### config.mk
export PLATFORM = sky130hd
export DESIGN_NAME = updown_cnt_mod
export DESIGN_NICKNAME = d
export VERILOG_FILES = /design/src/rtl/cnt_pkg.sv /design/src/rtl/updown_cnt_mod_tcell.sv /design/src/rtl/updown_cnt_mod.sv
export SDC_FILE = /design/constraint.sdc
export NUM_CORES = 1
export LEC_CHECK = 0
export ABC_AREA = 0
export CORE_AREA = 10 10 47 49
export DETAILED_ROUTE_END_ITERATION = 10
export DIE_AREA = 0 0 57 59
export HOLD_SLACK_MARGIN = 0.1
export SETUP_SLACK_MARGIN = 0.5
export SLEW_MARGIN = 20
export SYNTH_ARGS = -nofsm -noshare
export SYNTH_HDL_FRONTEND = slang
export SYNTH_HIERARCHICAL = 1
export SYNTH_SLANG_ARGS = --single-unit
### constraint.sdc
create_clock -name clk -period 2.1 [get_ports clk]
set_input_delay 0.42 -clock clk [delete_from_list [all_inputs] [get_ports clk]]
set_output_delay 0.42 -clock clk [all_outputs]
set_load 0.03 [all_outputs]
### src/rtl/cnt_pkg.sv
// cnt_pkg: shared direction encoding and load-clamp helper for updown_cnt_mod.
package cnt_pkg;
  localparam logic CNT_DIR_UP = 1'b1;
  localparam logic CNT_DIR_DN = 1'b0;
  function automatic logic [63:0] cnt_clamp(input logic [63:0] v, input logic [63:0] m);
    return (v >= m) ? m - 64'd1 : v;
  endfunction
endpackage

### src/rtl/updown_cnt_mod_tcell.sv
// tcell_sync: 1-bit toggle cell with async active-low reset and direct-load override.
module tcell_sync #(
  parameter logic RST_VAL = 1'b0
) (
  input  logic clk,
  input  logic rst,
  input  logic t,
  input  logic force_en,
  input  logic force_val,
  output logic q,
  output logic qb
);
  logic q_q, q_d;
  always_comb q_d = force_en ? force_val : q_q ^ t;
  always_ff @(posedge clk or negedge rst)
    if (!rst) q_q <= RST_VAL;
    else      q_q <= q_d;
  assign q  = q_q;
  assign qb = ~q_q;
endmodule

### src/rtl/updown_cnt_mod.sv
// updown_cnt_mod: synchronous modulo-N up/down counter from toggle cells.
// Define UPDOWN_CNT_SAT_EN to saturate at the range ends instead of wrapping.
module updown_cnt_mod
  import cnt_pkg::*;
#(
  parameter int              WIDTH   = 4,
  parameter longint unsigned MODULUS = 16,
  parameter longint unsigned RST_VAL = 0
) (
  input  logic             clk,
  input  logic             rst,
  input  logic             en,
  input  logic             up,
  input  logic             load,
  input  logic [WIDTH-1:0] din,
  output logic [WIDTH-1:0] q,
  output logic [WIDTH-1:0] qb,
  output logic             tc,
  output logic             wrap
);
  localparam logic [WIDTH-1:0] MAX   = WIDTH'(MODULUS - 1);
  localparam logic [WIDTH-1:0] RST_V = WIDTH'(RST_VAL);
  logic [WIDTH-1:0] step, t, frc_val, ld_val;
  logic             bnd, frc, wrap_d, wrap_q;
  always_comb begin
    step   = (up == CNT_DIR_UP) ? q + WIDTH'(1) : q - WIDTH'(1);
    ld_val = WIDTH'(cnt_clamp(64'(din), 64'(MODULUS)));
    tc     = (up == CNT_DIR_UP) ? (q == MAX) : (q == '0);
    bnd    = en & tc;
`ifdef UPDOWN_CNT_SAT_EN
    frc     = load;
    frc_val = ld_val;
    t       = (en & !bnd & !load) ? q ^ step : '0;
    wrap_d  = 1'b0;
`else
    // crossing a modulus boundary loads the wrap target directly into the cells
    frc     = load | bnd;
    frc_val = load ? ld_val : ((up == CNT_DIR_UP) ? '0 : MAX);
    t       = (en & !load) ? q ^ step : '0;
    wrap_d  = !load & bnd;
`endif
  end
  for (genvar i = 0; i < WIDTH; i++) begin : g_cell
    tcell_sync #(.RST_VAL(RST_V[i])) u_cell (
      .clk(clk), .rst(rst), .t(t[i]), .force_en(frc), .force_val(frc_val[i]),
      .q(q[i]), .qb(qb[i])
    );
  end
  always_ff @(posedge clk or negedge rst)
    if (!rst) wrap_q <= 1'b0;
    else      wrap_q <= wrap_d;
  assign wrap = wrap_q;
endmodule

# Yosys cells after proc, flatten, opt, wreduce, memory -nomap -nowiden
# Index checks and enable logic that the tools add are counted.
[totals]
register_bits = 5
latch_bits = 0
ramBits = 0
romBits = 0
inputBits = 9
output_inout_bits = 10
memories = 0
[op_classes]
n_addsub = 2
n_mul = 0
div = 0
magnitude_cmp = 0
eq_ne = 1
shifts = 0
mux = 9
bitwise_logic = 13
reduce_logical = 2
[ops]
columns = ["operator", "n"]
rows = [
  ["4-bit 2-to-1 mux", 4],
  ["1-bit 2-to-1 mux", 5],
  ["4-bit by 1-bit adder with 4-bit output, second input constant", 1],
  ["4-bit == test, second input constant", 1],
  ["4-bit logical NOT", 1],
  ["1-bit NOT", 4],
  ["4-bit by 1-bit subtractor with 4-bit output, second input constant", 1],
  ["1-bit bitwise XOR", 4],
  ["4-bit bitwise XOR", 1],
  ["1-bit AND", 3],
  ["1-bit logical NOT", 1],
  ["1-bit bitwise OR", 1],
]

# Longest topological paths before layout
[logic_depth]
ltp_word = 6
ltp_mapped = 7
depth_no_buf = 7

# Cells and area by module
# Netlist, hierarchy kept.
[modules_own_cells]
columns = ["module", "n_inst", "cells_per_inst", "area_per_inst_um2", "seq_area_each_um2"]
rows = [
  ["updown_cnt_mod", 1, 33, 250.2, 25.0],
  ["tcell_sync", 4, 5, 46.3, 25.0],
]

# Worst setup path before layout
# No wires, ideal clock.
[synth_timing]
path_type = "flip-flop to flip-flop"
from = "register g_cell[2].u_cell.q_q"
to = "register g_cell[0].u_cell.q_q"
setup_time_ns = 0.126
t_arrival_ns = 1.773
setup_slack_ns = 0.200
path_stages_with_launch = 5
synth_period_minus_slack_ns = 1.900
path_cell_list = "dfrtp_1 > or4_4 > mux2i_4 > a21o_1 > o21ai_1"
[synth_between]
elab_chain_cells = 5
elab_cells_between_ends = 6
cone_classes = "eq/ne: 1; mux: 2; bitwise: 2; reduce/logical: 1"
[synth_lines]
columns = ["element", "line_no", "rtl"]
rows = [
  ["start: declaration", "updown_cnt_mod_tcell.sv:13", "logic q_q, q_d;"],
  ["start signal: assignment", "updown_cnt_mod_tcell.sv:17", "else q_q <= q_d;"],
  ["4-bit == test or 4-bit logical NOT (tied branches)", "updown_cnt_mod.sv:28", "tc = (up == CNT_DIR_UP) ? (q == MAX) : (q == '0);"],
  ["1-bit 2-to-1 mux (*)", "updown_cnt_mod.sv:28", ""],
  ["named net tc", "updown_cnt_mod.sv:18", "output logic tc,"],
  ["1-bit AND (*)", "updown_cnt_mod.sv:29", "bnd = en & tc;"],
  ["1-bit bitwise OR (*)", "updown_cnt_mod.sv:37", "frc = load | bnd;"],
  ["named net frc", "updown_cnt_mod.sv:24", "logic bnd, frc, wrap_d, wrap_q;"],
  ["1-bit 2-to-1 mux (*)", "updown_cnt_mod_tcell.sv:14", "always_comb q_d = force_en ? force_val : q_q ^ t;"],
  ["named net g_cell[0].u_cell.q_d", "updown_cnt_mod_tcell.sv:13", ""],
  ["end signal: assignment", "updown_cnt_mod_tcell.sv:17", ""],
  ["end: declaration", "updown_cnt_mod_tcell.sv:13", ""],
]
# Mark *: on every way through the listed nets, which the timed path passes. The rest lies on a longest branch.

# Worst setup path after layout
[layout_timing]
from = "register g_cell[1].u_cell.q_q"
to = "output tc"
[layout_between]
elab_chain_cells = 2
elab_cells_between_ends = 3
cone_classes = "eq/ne: 1; mux: 1; reduce/logical: 1"
[layout_lines]
columns = ["element", "line_no"]
rows = [
  ["start: declaration", "updown_cnt_mod_tcell.sv:13"],
  ["start signal: assignment", "updown_cnt_mod_tcell.sv:17"],
  ["4-bit == test or 4-bit logical NOT (tied branches)", "updown_cnt_mod.sv:28"],
  ["1-bit 2-to-1 mux (*)", "updown_cnt_mod.sv:28"],
  ["end: declaration", "updown_cnt_mod.sv:18"],
]
# Every way passes the cells marked *; elsewhere a longest branch is shown, timed or not.

==> out/metrics.yaml <==
outcome: "completed"
drtAntennaViolNets: 0
clockBufferDepth: 2
place_inst: 91
wl_per_cell_um: 13.06
endpoint: "tc"
critPathMaxFanout: 3
drive_gt1_frac: 0.3448
vias_per_cell: 4.641
hold_viol: 0
instances_no_fill: 103
grt_antenna_before_repair: 0
ctsHoldBuffers: 0
fmax_mhz: 506.1
slew_violations: 0
max_slew_margin: 0.7906
mappedNetlistArea_um2: 435.4
drc: 0
period_minus_slack_ns: 1.976
coreArea_um2: 1401
htree_levels: 1
rsz0062_at_grt: "true"
cp-startpoint: "g_cell[1].u_cell/q"
die_w_um: 57
tightest_slew_ns: 0.3153
worstPathRequired_ns: 1.68
grt_max_degree: 9
finalCritPeriodShare: 0.9409
syn-num-nets: 65
clk_pin_slew_ns: 0.05
post-route-util: 0.5625
diodes: 0
routed_wl_um: 1345
worst_r2r_endpoint: "g_cell[1].u_cell/q"
reg2reg_depth: 10
rows: 14
rr_startpoint: "g_cell[1].u_cell/q"
syn_area_per_cell_um2: 8.215
timing.hold.ws_ns: 0.4106
cts_root_buf: "clkbuf_4"
die_area_um2: 3363
drt_iter0_drc: 9
r2r_slack_ns: 0.14
yosysWarnings: 6
grt_usage: 0.08087
portBuffers: 18
critPathCaptureType: "primary output"
start_util: 0.3107
p_leak_nw: 0.3909
area_growth_pct: 81.03
vias: 478
arrival_ns: 1.56
place.gp.congestion: 0.7585
ir_worst_vdd_uv: 262.1
clock_skew_ns: 0.003922
grt_first_pass_wirelength_um: 2159
clk_latency_ns: 0.25
worstSetupPathType: "flip-flop to primary output"
ys_seq_area_frac: 0.2874
power_density_nw_per_um2: 841.5
hp-class: "input pin to asynchronous set/reset pin"
overflow: 0
chipHeight_um: 59
synthCells: 53
cts_tree: "built"
dp_hpwl_um: 970
fin_nets: 100
fin_area_um2: 788.3
ys_ff_latch: 5
grt_pass1_vias: 517
start_kind: "flip-flop"
drtPass1Iterations: 4
numCtsBuffers: 3
cap_violations: 0
synth_cell_types: 17
numClockSinks: 5
ios: 19
placed_cell_area_um2: 666.9
setup_viol: 0
-- critical path, cell delays in order (launching register included) --
cell	delay [ns]
dfrtp_2	0.40
or4_4	0.55
mux2i_4	0.20
buf_6	0.16
-- area by class of cell --
| class | instances | area (um2) |
|---|---|---|
| Clock buffer | 4 | 26.28 |
| Fill cell | 139 | 613.1 |
| Inverter | 12 | 47.55 |
| Timing Repair Buffer | 30 | 276.5 |
| Sequential cell | 5 | 128.9 |
| Multi-Input combinational cell | 36 | 289.0 |
| Tap cell | 16 | 20.02 |
-- synth_stat cells --
cell	n	area share
ha_1	2	0.057
and2_1	1	0.014
nor2_1	3	0.026
inv_1	12	0.10
xnor2_1	6	0.12
or4_4	1	0.026
nand2b_1	1	0.014
a2111o_1	1	0.026
nand2_1	5	0.043
o21ai_1	5	0.057
a21o_1	2	0.034
fa_1	1	0.046
dfrtp_1	5	0.29
xor2_1	1	0.020
mux2i_4	1	0.052
nand4_1	1	0.014
a21oi_1	5	0.057
-- timing repair --
| action | in CTS | in global routing |
|---|---|---|
| endpoints found under the hold margin | 0 | 0 |
| setup endpoints to repair | 14 | 6 |
| pin swaps | 13 | 9 |
| setup buffers | 7 | 1 |
| gates resized for setup | 22 | 5 |
-- routing by layer --
layer	vias to the layer above	global-route usage	routed length (um)	part of all wire
met3	2	0.02575	85	0.063
met4	0	0.07718	24	0.018
met5	-	0	0	0
met2	16	0.1411	709	0.53
li1	240	-	-	-
met1	220	0.07246	525	0.39
-- cell usage in the layout (no fill, tap or decap), types with 2 or more instances in the layout --
master	n
inv_1	10
buf_4	9
clkdlybuf4s50_1	7
dlygate4sd2_1	7
xnor2_1	5
a21oi_1	5
nand2_1	4
o21ai_1	4
buf_6	4
nor2_1	3
clkbuf_4	3
dfrtp_2	3
ha_1	2
dfrtp_1	2
clkdlybuf4s15_2	2
-- sequential cells by signal, indices dropped and copies added, names as in the netlist --
| name | cells |
|---|---|
| wrap | 1 |
| g_cell.u_cell/q | 4 |
-- power breakdown --
| group | internal, W | switching [W] |
|---|---|---|
| Sequential | 0.000116 | 0.0000202 |
| Combinational | 0.000198 | 0.000212 |
| Clock | 0.0000722 | 0.0000452 |
| Total | 0.000386 | 0.000277 |
-- how the worst min path moves through the flow --
stage                        from            endpoint  cells past startpoint
2_1_floorplan                 rst  g_cell[0].u_cell/q                      0
3_3_place_gp   g_cell[0].u_cell/q  g_cell[0].u_cell/q                      2
3_5_place_dp   g_cell[0].u_cell/q  g_cell[0].u_cell/q                      2
4_1_cts                       rst  g_cell[2].u_cell/q                      1
5_1_grt                       rst  g_cell[2].u_cell/q                      1
6_report                      rst  g_cell[2].u_cell/q                      1
-- cell families after synthesis --
logic type,Yosys count,share of synthesized area
DFF,5,0.2874
adders and majority gates,3,0.1034
buffers and inverters,12,0.1034
muxes,1,0.05172
xor gates and xnor gates,7,0.1408
and+or+nand+nor,12,0.1380
AOI/OAI and AO/OA,13,0.1753
-- per-stage QoR --
stage	setup TNS, ns	setup slack (ns)	total power [W]
after floorplan	0	0.2977	0.0003538
after global placement	-0.5448	-0.2262	0.0004770
after detailed placement	-0.7089	-0.2637	0.0004798
after CTS	0	0.1134	0.0006486
after global routing	0	0.08442	0.0007120
final	0	0.1241	0.0006633
Note: power is estimated with default switching activity, not from simulation.
